[src/rtl/seven_seg_scan.sv]
// seven_seg_scan: time-multiplexed 7-segment driver for NDIG hex digits.
// Ports: clk/rst (sync, active-high); num/dp_in/digit_en/blank_lz are the display request;
//        sseg/dp/an drive the display pins (all active-low); digit_idx/frame_start report scan position.
module seven_seg_scan #(
  parameter  int NDIG        = 4,
  parameter  int REFRESH_DIV = 50000,
  parameter  int CNT_W       = 16,
  localparam int IW          = (NDIG > 1) ? $clog2(NDIG) : 1
) (
  input  logic              clk,
  input  logic              rst,
  input  logic [4*NDIG-1:0] num,
  input  logic [NDIG-1:0]   dp_in,
  input  logic [NDIG-1:0]   digit_en,
  input  logic              blank_lz,
  output logic [0:6]        sseg,
  output logic              dp,
  output logic [NDIG-1:0]   an,
  output logic [IW-1:0]     digit_idx,
  output logic              frame_start
);

  // sseg[0:6] = abcdefg, 0 = segment on
  function automatic logic [0:6] decode(input logic [3:0] nib);
    case (nib)
      4'h0: decode = 7'b0000001;
      4'h1: decode = 7'b1001111;
      4'h2: decode = 7'b0010010;
      4'h3: decode = 7'b0000110;
      4'h4: decode = 7'b1001100;
      4'h5: decode = 7'b0100100;
      4'h6: decode = 7'b0100000;
      4'h7: decode = 7'b0001111;
      4'h8: decode = 7'b0000000;
      4'h9: decode = 7'b0000100;
      4'hA: decode = 7'b0001000;
      4'hB: decode = 7'b1100000;
      4'hC: decode = 7'b0110001;
      4'hD: decode = 7'b1000010;
      4'hE: decode = 7'b0110000;
      default: decode = 7'b0111000;
    endcase
  endfunction

  logic [CNT_W-1:0]  cnt;
  logic              tick;

  // Frame-coherent copies of the display request
  logic [4*NDIG-1:0] sh_num;
  logic [NDIG-1:0]   sh_dp;
  logic [NDIG-1:0]   sh_en;
  logic              sh_blz;
  logic              sh_vld;

  logic [IW-1:0]     nxt;
  logic              frame_begin;
  logic              use_live;
  logic [4*NDIG-1:0] src_num;
  logic [NDIG-1:0]   src_dp;
  logic [NDIG-1:0]   src_en;
  logic              src_blz;
  logic [3:0]        nib;
  logic              upper_zero;
  logic              blanked;
  logic              dp_sel;
  logic              en_sel;
  logic [NDIG-1:0]   an_nxt;
  logic [0:6]        sseg_nxt;
  logic              dp_nxt;

  assign tick = (cnt == CNT_W'(REFRESH_DIV - 1));

  always_comb begin
    nxt         = (digit_idx == IW'(NDIG - 1)) ? '0 : digit_idx + IW'(1);
    frame_begin = (nxt == '0);
    // The digit-0 slot shows the value being captured on this same edge.
    // Before the first capture after reset there is no frame yet, so the
    // leading partial frame shows the live request rather than the zeroed copy.
    use_live    = frame_begin || !sh_vld;
    src_num     = use_live ? num      : sh_num;
    src_dp      = use_live ? dp_in    : sh_dp;
    src_en      = use_live ? digit_en : sh_en;
    src_blz     = use_live ? blank_lz : sh_blz;

    nib        = 4'h0;
    upper_zero = 1'b1;
    an_nxt     = '1;
    dp_sel     = 1'b0;
    en_sel     = 1'b0;
    for (int i = 0; i < NDIG; i++) begin
      if (IW'(i) == nxt) begin
        nib       = src_num[4*i +: 4];
        an_nxt[i] = 1'b0;
        dp_sel    = src_dp[i];
        en_sel    = src_en[i];
      end
      // Leading-zero test covers this digit and every digit to its left
      if (i >= int'(nxt) && src_num[4*i +: 4] != 4'h0) upper_zero = 1'b0;
    end
    blanked = !frame_begin && src_blz && upper_zero;

    if (!en_sel) begin
      // Disabled digit still occupies its slot so brightness stays uniform
      an_nxt   = '1;
      sseg_nxt = '1;
      dp_nxt   = 1'b1;
    end else begin
      sseg_nxt = blanked ? '1 : decode(nib);
      dp_nxt   = ~dp_sel;
    end
  end

  always_ff @(posedge clk) begin
    if (rst) begin
      cnt         <= '0;
      digit_idx   <= '0;
      sh_num      <= '0;
      sh_dp       <= '0;
      sh_en       <= '0;
      sh_blz      <= 1'b0;
      sh_vld      <= 1'b0;
      an          <= '1;
      sseg        <= '1;
      dp          <= 1'b1;
      frame_start <= 1'b0;
    end else begin
      frame_start <= 1'b0;
      cnt         <= tick ? '0 : cnt + CNT_W'(1);
      if (tick) begin
        digit_idx <= nxt;
        an        <= an_nxt;
        sseg      <= sseg_nxt;
        dp        <= dp_nxt;
        if (frame_begin) begin
          sh_num      <= num;
          sh_dp       <= dp_in;
          sh_en       <= digit_en;
          sh_blz      <= blank_lz;
          sh_vld      <= 1'b1;
          frame_start <= 1'b1;
        end
      end
    end
  end

endmodule
[config.mk]
export PLATFORM = sky130hd
export DESIGN_NAME = seven_seg_scan
export DESIGN_NICKNAME = d
export VERILOG_FILES = /design/src/rtl/seven_seg_scan.sv
export SDC_FILE = /design/constraint.sdc
export NUM_CORES = 1
export LEC_CHECK = 0
export ABC_CLOCK_PERIOD_IN_PS = 3400
export BUFFER_PORTS_ARGS = -buffer_cell sky130_fd_sc_hd__buf_2
export CAP_MARGIN = 40
export CORE_MARGIN = 5
export CORE_UTILIZATION = 58
export CTS_BUF_LIST = sky130_fd_sc_hd__clkbuf_2
export DETAILED_ROUTE_END_ITERATION = 8
export GPL_ROUTABILITY_DRIVEN = 1
export HOLD_SLACK_MARGIN = 0.05
export PLACE_DENSITY = 0.89
export SLEW_MARGIN = 20
export SYNTH_ARGS = -nofsm -noshare
export SYNTH_HDL_FRONTEND = slang
export SYNTH_SLANG_ARGS = --single-unit
export TNS_END_PERCENT = 10
[constraint.sdc]
create_clock -name clk -period 3.4 [get_ports clk]
set_input_delay 0.34 -clock clk [delete_from_list [all_inputs] [get_ports clk]]
set_output_delay 0.34 -clock clk [all_outputs]
set_load 0.05 [all_outputs]
==> summary.md, run 1 <==
| Metric | Value |
|---|---|
| Status | `finished, final reports clean` |
| Number of antenna violations at the first check in global routing | `0` |
| Vias per inst | `around 5.8` |
| Synth Cell Area | `2730 sq um` |
| Worst hold-check path type | `in2reg` |
| RSZ-0062 raised after global routing | `false` |
| Routability congestion estimate | `0.844` |
| All-Layer GR Usage | `between 15 and 20%` |
| CTS tree | `done` |
| Largest net degree at the start of global routing | `28` |
| Met2 wire length | `2740 um` |
| Initial Utilization | `roughly three fifths` |
| Total die area | `around 6200 sq um` |
| Via count | `approximately 2300` |
| Slowest CP cell | `dfxtp_1` |
| Gate power share | `under 10%` |
| P per Cell Area | `between 300 and 400 nW/um^2` |
| Worst path max stage delay | `slightly above 0.5 ns` |
| Worst VDD drop | `approximately 0.22 mV` |
| Seq/Total Area, Yosys | `a little under two fifths` |
| Nets | `about 380` |
| Internal power | `~0.84 mW` |
| Antenna Cells | `0` |
| Rel. slew slack | `57.5%` |
| Sw Pwr | `~0.25 mW` |
| Area grow syn2layout | `10.2%` |
| Non-filler cells, final | `390` |
| Worst setup margin | `around 0.33 ns` |
| Data arrival time of the critical path | `about 3.5 ns` |
| Share of the synthesized area in the top cell type | `a little under two fifths` |
| Yosys reg bits | `51` |
| Setup Buffers After CTS | `0` |
| Critical path data required time | `~3.8 ns` |
| Setup violations, final | `0` |
| Slew Limit Fails | `0` |
| Post-route clock period utilization | `90.4%` |
| Clk Latency, worst-skew pair | `roughly 0.44 ns` |
| Worst-path fanout max | `21` |
| Die Span Y | `78.6 um` |
| Cells after DPL | `382` |
| FFs w/ async S/R, synth | `0%` |
| H-Tree Depth | `2` |
| Post-CTS sizing | `0` |
| CTS Sinks | `51` |
| Top_reg_cell synth | `dfxtp_1` |
| Share of layout cells above drive strength 1 | `approximately a fifth` |
| Yosys cell types | `just over 50` |
| Crit path cell chain | `ha_1, nand2b_4, mux2_2, a221o_1, nand2_1, inv_1, ha_1, inv_1, a21oi_1, o32a_1` |
| Met3 WL post-DR | `283 um` |
| Post-Route Skew | `approximately 0.014 ns` |
| Worst-Margin Slew | `0.638 ns` |
| Setup CP Type | `reg2reg` |
| Rows | `25` |
| Reg area | `around 1000 sq um` |
| Clk buf depth | `2` |
| Top routing layer in use | `met4` |
| Fillers | `~380` |
| Post-route ant nets | `0` |
| Area contributors post-synth | `dfxtp_1, mux2i_1, nor2_1, ha_1, nand2_1` |
| Drt total wl | `around 5700 um` |
| First-pass GRT wire length | `around 10000 um` |
| Post-cts hold buffer count | `0` |
| GRT overflow | `0` |
| Fmax | `between 300 and 400 MHz` |
| WL met1 | `about 2500 um` |
| Core ar. | `between 4000 and 5000 sq um` |
| Power Total | `between 1 and 1.5 mW` |
| Vias in the first global route | `approximately 2200` |
| Chip width | `~79 um` |
| Mapped Cells | `302` |
| Area of the multi-input gates | `1560 sq um` |
| Cts bufs inserted | `5` |
| Clock period minus worst slack | `~3.1 ns` |
| Worst-path clk slew | `roughly 0.26 ns` |
| Clock power frac | `between 30% and 40%` |
| Drt pass-1 iters | `4` |
| # Max-Cap Violations | `0` |
| EDFF count, synth | `0` |
| Syn avg cell area | `about 9 sq um` |
| Hold Violations, Final | `0` |
| Post-DP HPWL | `around 4200 um` |
| Largest area contributor in the netlist | `dfxtp_1` |
| Sw frac | `between 20% and 30%` |
| Leakage power | `between 1 and 1.5 nW` |
| I/O Pins | `between 40 and 50` |
| Sum of negative setup slack | `0 ns` |
| Sequential share of power | `55.7%` |
| Final hold slack | `between 0.1 and 0.15 ns` |
| WL/cell | `about 15 um` |
| Initial DRC Count | `approximately 130` |
| Port bufs | `41` |
| Kind of end point of the critical path | `flip-flop` |
| CP startpoint kind | `flip-flop` |
| Place WS | `roughly 0.37 ns` |
| Ys Warns | `0` |
| Clk Tree Root Cell | `clkbuf_2` |
| Net count after synthesis | `around 340` |
| Drt drc | `0` |
-- worst max-delay path: cells and delay by family (launching register included) --
| family | cells | cell delay (ns) |
|---|---|---|
| buf+inv | 2 | 0.18 |
| mux | 1 | 0.37 |
| simple gates | 2 | 0.56 |
| compound gates | 3 | 0.76 |
| fa+ha+maj | 2 | 0.63 |
| flops | 1 | 0.51 |
-- routing by layer --
metal / up-vias / GRT usage [%]
li1: 1129 / -
met1: 1075 / 24.9
met2: 61 / 32.3
met3: 16 / 3.33
met4: 0 / 9.27
met5: - / 0
-- sequential cells by signal (all words and copies together) (netlist names) --
register and cells:
digit_idx 2, sh_dp 3, sh_num 12, an 4, sseg 7, dp 1
sh_blz 1, frame_start 1, cnt 16, sh_en 3, sh_vld 1
-- cell families after synthesis --
family / after synthesis / share of synthesized area (%)
compound gates: 50 / 14.1
xor+xnor: 13 / 4.17
fa+ha+maj: 13 / 5.96
buf+inv: 29 / 5.37
flops: 51 / 37.4
mux: 36 / 13.4
simple gates: 110 / 19.5
-- power groups by stage --
stage / logic, mW / registers, mW / clock network [mW]
detailed placement: 0.0824 / 0.617 / 0
finish: 0.0830 / 0.606 / 0.398
CTS: 0.0832 / 0.606 / 0.404
floorplan: 0.0521 / 0.616 / 0
global route: 0.0937 / 0.607 / 0.429
global placement: 0.0799 / 0.616 / 0
-- cell type report --
class,instances,area share (%)
Clock inverter,3,2.25
Tap cell,54,2.25
Timing Repair Buffer,43,7.32
Sequential cell,51,34.0
Inverter,12,1.50
Multi-Input combinational cell,222,51.9
Clock buffer,5,0.832
-- Yosys cell counts, types with 2 or more instances --
master    number
buf_4          4
nand3_1        6
and4b_1        2
and3b_1        2
or2_2          4
inv_1         12
a211oi_1       2
nor4_1         3
nand2_1       21
o41ai_1        2
xor2_1         7
a221o_1        4
a211o_1        2
dfxtp_1       51
o22ai_1        2
a21o_1         2
and3_1         4
clkbuf_1       8
nor2b_1        3
nor3_1         5
a221oi_1       2
nand4_1        4
xnor2_1        6
o22a_1         4
buf_2          3
o32a_1         3
ha_1          13
mux2i_1       31
mux2_2         5
a31oi_1        4
a21oi_1       14
nand2b_1       2
nor2_1        47
-- cells in the final DEF, fill, tap and decap left out, types with 3 or more instances in the layout --
master,synthesis,final
clkbuf_2,0,5
nand2_1,21,21
a221o_1,4,4
dfxtp_1,51,51
o22a_1,4,4
ha_1,13,13
nor4_1,3,3
nor3_1,5,5
o32a_1,3,3
xnor2_1,6,6
a21oi_1,14,14
nor2_1,47,47
or2_2,4,4
nand4_1,4,4
a31oi_1,4,4
nor2b_1,3,3
nand3_1,6,6
buf_2,3,41
and3_1,4,4
mux2_2,5,5
xor2_1,7,7
mux2i_1,31,31
inv_1,12,12
-- through the flow --
step / utilization, % / cell area (sq um)
floorplan: - / 2730
global placement: 62.9 / 2910
detailed placement: 62.9 / 2910
CTS: 64.9 / 3010
global route: 64.9 / 3010
finish: 64.9 / 3010
-- path summary, 6_finish.rpt --
path | startpoint | to | slack, ns | cells past startpoint
hold / removal | digit_en[2] | sh_en[2]$_SDFFE_PP0P_ | 0.13 | 3
hold reg to reg | an[3]$_SDFFE_PP1N_ | an[3]$_SDFFE_PP1N_ | 0.50 | 1
setup reg to reg | digit_idx[1]$_SDFFE_PP0N_ | sseg[0]$_SDFFE_PP1N_ | 0.33 | 10
setup / recovery | digit_idx[1]$_SDFFE_PP0N_ | sseg[0]$_SDFFE_PP1N_ | 0.33 | 10
(Power assumes the default switching activity.)
==> run 2, diff against run 1 <==
--- a/config.mk
+++ b/config.mk
@@ -8,13 +8,16 @@
 export ABC_CLOCK_PERIOD_IN_PS = 3400
 export BUFFER_PORTS_ARGS = -buffer_cell sky130_fd_sc_hd__buf_2
 export CAP_MARGIN = 40
+export CELL_PAD_IN_SITES_DETAIL_PLACEMENT = 0
+export CELL_PAD_IN_SITES_GLOBAL_PLACEMENT = 2
 export CORE_MARGIN = 5
-export CORE_UTILIZATION = 58
+export CORE_UTILIZATION = 36
 export CTS_BUF_LIST = sky130_fd_sc_hd__clkbuf_2
+export CTS_CLUSTER_DIAMETER = 120
 export DETAILED_ROUTE_END_ITERATION = 8
 export GPL_ROUTABILITY_DRIVEN = 1
 export HOLD_SLACK_MARGIN = 0.05
-export PLACE_DENSITY = 0.89
+export PLACE_DENSITY = 0.9
 export SLEW_MARGIN = 20
 export SYNTH_ARGS = -nofsm -noshare
 export SYNTH_HDL_FRONTEND = slang
==> run 2 against run 1 <==
Effect of this change:
- largest power group unchanged
- critical path depth stayed put
- design area grew 1.5%
- sequential power is essentially flat
- sequential share of layout area is 0.51 points lower
- clock skew rose by 0.015 ns
- hold slack improved by 0.010 ns
- core utilization shrank 23 points
- die area grew 53%
- total power fell by 7.4%
- global-route usage decreased by 6.1 points
- non-clock buffer count grew 3
==> summary.md, run 2 (synthesis results as in run 1) <==
| Metric | Value |
|---|---|
| Status | `finished, final reports clean` |
| Routability congestion estimate | `0.800` |
| Setup Buffers After CTS | `0` |
| Clk Latency, worst-skew pair | `between 0.4 and 0.5 ns` |
| Sum of negative setup slack | `0 ns` |
| Worst-path fanout max | `21` |
| Finished Core Util | `about two fifths` |
| Rel. slew slack | `a little over half` |
| CP startpoint kind | `flip-flop` |
| Post-Route Skew | `0.0294 ns` |
| Data arrival time of the critical path | `approximately 3.2 ns` |
| Number of antenna violations at the first check in global routing | `0` |
| Critical path data required time | `around 3.8 ns` |
| Power Total | `1.01 mW` |
| Post-route ant nets | `0` |
| Worst-path clk slew | `about 0.27 ns` |
| Leakage power | `approximately 1.4 nW` |
| Most frequent cells in the layout | `dfxtp_1, nor2_1, buf_2, mux2i_1, nand2_1` |
| All-Layer GR Usage | `13.6%` |
| Post-route clock period utilization | `between 80 and 90%` |
| Crit path cell chain | `ha_1, nand2b_4, mux2_2, a221oi_1, a221o_2, ha_1, inv_1, or2_2, a31oi_1, o22a_1` |
| Fmax | `roughly 350 MHz` |
| Vias per inst | `~5.0` |
| Initial Utilization | `between 30% and 40%` |
| CP most frequent cell | `ha_1` |
| CTS tree | `done` |
| Chip width | `approximately 97 um` |
| I/O Pins | `42` |
| Drt drc | `0` |
| RSZ-0062 raised after global routing | `false` |
| GRT overflow | `0` |
| Clk Tree Root Cell | `clkbuf_2` |
| Drt total wl | `around 6400 um` |
| Post-CTS sizing | `0` |
| Antenna Cells | `0` |
| Hold Violations, Final | `0` |
| Number of flip-flops in the largest register | `16` |
| Worst path top cell family by delay | `compound AO/OA/AOI/OAI gates` |
| Worst path max stage delay | `0.50 ns` |
| Worst VDD drop | `0.154 mV` |
| Slew Limit Fails | `0` |
| Slowest CP cell | `dfxtp_1` |
| Top reg by flops | `cnt` |
| Final hold slack | `between 0.1 and 0.15 ns` |
| Drt pass-1 iters | `4` |
| Area grow syn2layout | `11.9%` |
| Setup CP Type | `reg2reg` |
| Core ar. | `roughly 7300 sq um` |
| P per Cell Area | `roughly 330 nW/um^2` |
| Biggest regs | `cnt x16, sh_num x12, sseg x7` |
| Die Span Y | `between 90 and 100 um` |
| Clk buf depth | `2` |
| Worst-Margin Slew | `~0.67 ns` |
| First-pass GRT wire length | `10600 um` |
| Kind of end point of the critical path | `flip-flop` |
| Post-DP HPWL | `approximately 4800 um` |
| Rows | `31` |
| Buf/Inv on CP | `1` |
| Initial DRC Count | `97` |
| Clock period minus worst slack | `about 2.8 ns` |
| Via count | `~2200` |
| Worst hold-check path type | `in2reg` |
| Commonest non-fill, non-tap cell in the layout | `dfxtp_1` |
| # Max-Cap Violations | `0` |
| Share of layout cells above drive strength 1 | `19.8%` |
| Nets | `between 300 and 400` |
| Vias in the first global route | `2114` |
| Cts bufs inserted | `5` |
| Largest net degree at the start of global routing | `28` |
| Post-cts hold buffer count | `0` |
| Total die area | `9420 sq um` |
| WL/cell | `14.6 um` |
| Port bufs | `41` |
| CTS Sinks | `51` |
| H-Tree Depth | `2` |
| Setup violations, final | `0` |
## run 2: cell types whose count changed in the layout (fill, tap and decap cells not counted)
cell / change
buf_4: +3
clkinvlp_4: -1
bufinv_16: -1
clkbuf_2: +1
## run 2: per-layer routing
metal / wire, um / track usage, % / vias to the layer above
li1: - / - / 1132
met1: 3180 / 19.1 / 1024
met2: 2890 / 21.2 / 41
met3: 263 / 2.37 / 5
met4: 66 / 3.89 / 0
met5: 0 / 0 / -
## run 2: worst paths after layout
kind / startpoint / endpoint / slack, ns / cells past startpoint
hold / removal: dp_in[1] / sh_dp[1]$_SDFFE_PP0P_ / 0.14 / 3
setup reg to reg: digit_idx[0]$_SDFFE_PP0N_ / sseg[4]$_SDFFE_PP1N_ / 0.57 / 10
setup / recovery: digit_idx[0]$_SDFFE_PP0N_ / sseg[4]$_SDFFE_PP1N_ / 0.57 / 10
hold reg to reg: cnt[0]$_SDFF_PP0_ / cnt[0]$_SDFF_PP0_ / 0.49 / 1
## run 2: final cells by class
class                      count  area, sq um
clock buffer                   6         30.0
clock inverter                 1         30.0
fill                         776         4280
inverter                      12         45.0
multi-input combinational    222         1560
sequential                    51         1020
tap                           99          124
timing repair buffer          46          243
## run 2: per-stage QoR
stage | instances | worst slack, ns | cell area [sq um]
after global routing | 437 | 0.378 | 3050
after CTS | 437 | 0.554 | 3050
after global placement | 430 | 0.688 | 2990
final | 437 | 0.565 | 3050
after floorplan | 302 | 0.392 | 2730
after detailed placement | 430 | 0.589 | 2990
## run 2: worst min-delay path, delay by kind of cell
kind	cells	cell delay (ns)
and+or+nand+nor	1	0.08
buffers and inverters	1	0.09
muxes	1	0.06
## run 2: power breakdown
group	internal, mW	switching [mW]
Clock	0.124	0.192
Combinational	0.0362	0.0491
Sequential	0.603	0.00277
==> run 3, diff against run 2 <==
--- a/config.mk
+++ b/config.mk
@@ -5,7 +5,7 @@
 export SDC_FILE = /design/constraint.sdc
 export NUM_CORES = 1
 export LEC_CHECK = 0
-export ABC_CLOCK_PERIOD_IN_PS = 3400
+export ABC_CLOCK_PERIOD_IN_PS = 2900
 export BUFFER_PORTS_ARGS = -buffer_cell sky130_fd_sc_hd__buf_2
 export CAP_MARGIN = 40
 export CELL_PAD_IN_SITES_DETAIL_PLACEMENT = 0
==> constraint.sdc (replaced) <==
create_clock -name clk -period 2.9 [get_ports clk]
set_input_delay 0.29 -clock clk [delete_from_list [all_inputs] [get_ports clk]]
set_output_delay 0.29 -clock clk [all_outputs]
set_load 0.05 [all_outputs]
==> run 3 against run 2 <==
Effect of this change:
- design area grew 2.3%
- global-route usage grew 0.45 points
- die area is the same
- sequential power grew 17%
- non-clock buffer count grew 4
- via count grew 2.8%
- hold slack lost 0.030 ns
- sequential share of layout area shrank 0.67 points
- total power grew 27%
- critical path depth shrank 2
- critical endpoint is now sseg[1]$_SDFFE_PP1N_
- largest cell class unchanged
==> summary.md, run 3 (synthesis results as in run 1) <==
| Metric | Value |
|---|---|
| Worst-path fanout max | `11` |
| All-Layer GR Usage | `roughly 14%` |
| Rows | `31` |
| Clock period minus worst slack | `roughly 2.7 ns` |
| Kind of end point of the critical path | `flip-flop` |
| Slowest CP cell | `dfxtp_2` |
| Clk Latency, worst-skew pair | `0.45 ns` |
| Top reg by flops | `cnt` |
| Setup violations, final | `0` |
| Most frequent cells in the layout | `dfxtp_1, nor2_1, buf_2, mux2i_1, nand2_1` |
| P per Cell Area | `410 nW/um^2` |
| Clk Tree Root Cell | `clkbuf_2` |
| Reg area | `1020 sq um` |
| # Max-Cap Violations | `0` |
| Setup Buffers After CTS | `0` |
| Core ar. | `~7300 sq um` |
| Hold Crit Depth | `3` |
| Post-route clock period utilization | `91.8%` |
| WL/cell | `between 10 and 15 um` |
| Commonest non-fill, non-tap cell in the layout | `dfxtp_1` |
| Hold Violations, Final | `0` |
| Rel. slew slack | `between 50% and 60%` |
| Area grow syn2layout | `14.5%` |
| Data arrival time of the critical path | `3.03 ns` |
| Clk buf depth | `2` |
| Number of antenna violations at the first check in global routing | `0` |
| Flop2flop setup slack | `0.24 ns` |
| Biggest regs | `cnt x16, sh_num x12, sseg x7` |
| Share of layout cells above drive strength 1 | `21.0%` |
| Worst path max stage delay | `0.44 ns` |
| RSZ-0062 raised after global routing | `false` |
| CP startpoint kind | `flip-flop` |
| Post-cts hold buffer count | `0` |
| Routability congestion estimate | `about 0.84` |
| Drt total wl | `approximately 6400 um` |
| GRT overflow | `0` |
| Leakage power | `1.41 nW` |
| Worst VDD drop | `about 0.18 mV` |
| Fillers | `between 700 and 800` |
| Worst-Margin Slew | `approximately 0.67 ns` |
| Setup CP Type | `reg2reg` |
| I/O Pins | `42` |
| Post-DP HPWL | `just under 5000 um` |
| Critical path data required time | `3.27 ns` |
| First-pass GRT wire length | `11000 um` |
| Port bufs | `41` |
| Nets | `382` |
| Slew Limit Fails | `0` |
| Worst hold-check path type | `in2reg` |
| Status | `finished, final reports clean` |
| Post-route ant nets | `0` |
| Fmax | `around 380 MHz` |
| Crit path cell chain | `inv_1, ha_1, nor2b_2, a21oi_1, a221o_1, a211oi_4, o31ai_2, o32a_1` |
| Worst Hold Launch | `dp_in[3]` |
| Via count | `2263` |
| WHS Endpoint | `sh_dp[3]$_SDFFE_PP0P_` |
| Reg2reg start | `digit_idx[0]$_SDFFE_PP0N_` |
| Area of the multi-input gates | `~1600 sq um` |
| Finished Core Util | `between 40% and 50%` |
| Worst-path clk slew | `0.27 ns` |
| Post-CTS sizing | `0` |
| Vias per inst | `about 5.1` |
| Worst R2R End | `sseg[1]$_SDFFE_PP1N_` |
| Antenna Cells | `0` |
| Initial DRC Count | `90` |
| R2R depth | `8` |
| CTS tree | `done` |
| H-Tree Depth | `2` |
| Vias in the first global route | `roughly 2200` |
| Sum of negative setup slack | `0 ns` |
| Cts bufs inserted | `5` |
| Die Span Y | `97.0 um` |
| Post-Route Skew | `around 0.046 ns` |
| Chip width | `approximately 97 um` |
| Drt pass-1 iters | `4` |
| Total die area | `~9400 sq um` |
| CTS Sinks | `51` |
| Drt drc | `0` |
| Largest net degree at the start of global routing | `28` |
| Initial Utilization | `a little under two fifths` |
| Number of flip-flops in the largest register | `16` |
==> run 3: changes by cell type in the layout (fill, tap and decap cells not counted), sizes merged <==
cell / change
buf: +2
bufinv: +1
clkbuf: -1
clkinvlp: +1
dlygate4sd3: +2
==> run 3: stage by stage <==
stage	hold WS (ns)	instance area, sq um	instances	setup WS, ns	power, mW
after floorplan	0.430	2730	302	0.121	0.783
after global placement	0.446	3010	432	0.279	0.822
after detailed placement	0.460	3010	432	0.205	0.821
after CTS	0.0534	3100	440	0.214	1.29
after global routing	0.0643	3120	442	0.0840	1.34
final	0.107	3120	442	0.236	1.28
==> run 3: routing by layer <==
| layer | track usage (%) | vias to the layer above | wire length (um) |
|---|---|---|---|
| li1 | - | 1149 | - |
| met1 | 19.0 | 1078 | 3210 |
| met2 | 22.4 | 31 | 2940 |
| met3 | 3.09 | 5 | 205 |
| met4 | 3.89 | 0 | 67 |
| met5 | 0 | - | 0 |
==> run 3: how the worst max path moves through the flow <==
stage | slack (ns) | endpoint | depth (start not counted) | start
after global routing | 0.08 | sseg[4]$_SDFFE_PP1N_ | 11 | digit_idx[0]$_SDFFE_PP0N_
after floorplan | 0.12 | sseg[4]$_SDFFE_PP1N_ | 12 | digit_idx[1]$_SDFFE_PP0N_
after detailed placement | 0.21 | sseg[2]$_SDFFE_PP1N_ | 8 | digit_idx[0]$_SDFFE_PP0N_
after CTS | 0.21 | sseg[2]$_SDFFE_PP1N_ | 8 | digit_idx[0]$_SDFFE_PP0N_
final | 0.24 | sseg[1]$_SDFFE_PP1N_ | 8 | digit_idx[0]$_SDFFE_PP0N_
after global placement | 0.28 | sseg[2]$_SDFFE_PP1N_ | 8 | digit_idx[0]$_SDFFE_PP0N_
==> run 3: power breakdown <==
part | leakage [nW] | switching [mW] | internal, mW
Combinational | 0.948 | 0.0562 | 0.0441
Clock | 0.0492 | 0.238 | 0.231
Sequential | 0.413 | 0.00311 | 0.707
Total | 1.41 | 0.297 | 0.982
==> run 3: cell type report <==
class / instances / area share, %
Clock inverter: 3 / 2.16
Sequential cell: 51 / 32.8
Multi-Input combinational cell: 222 / 50.0
Tap cell: 99 / 3.97
Clock buffer: 5 / 0.801
Inverter: 12 / 1.44
Timing Repair Buffer: 50 / 8.89
==> run 3: critical path, delay by kind of cell, from the launching register on <==
| family | cells | cell delay (ns) |
|---|---|---|
| compound gates | 5 | 1.42 |
| simple gates | 1 | 0.32 |
| buf+inv | 1 | 0.09 |
| flops | 1 | 0.44 |
| fa+ha+maj | 1 | 0.35 |
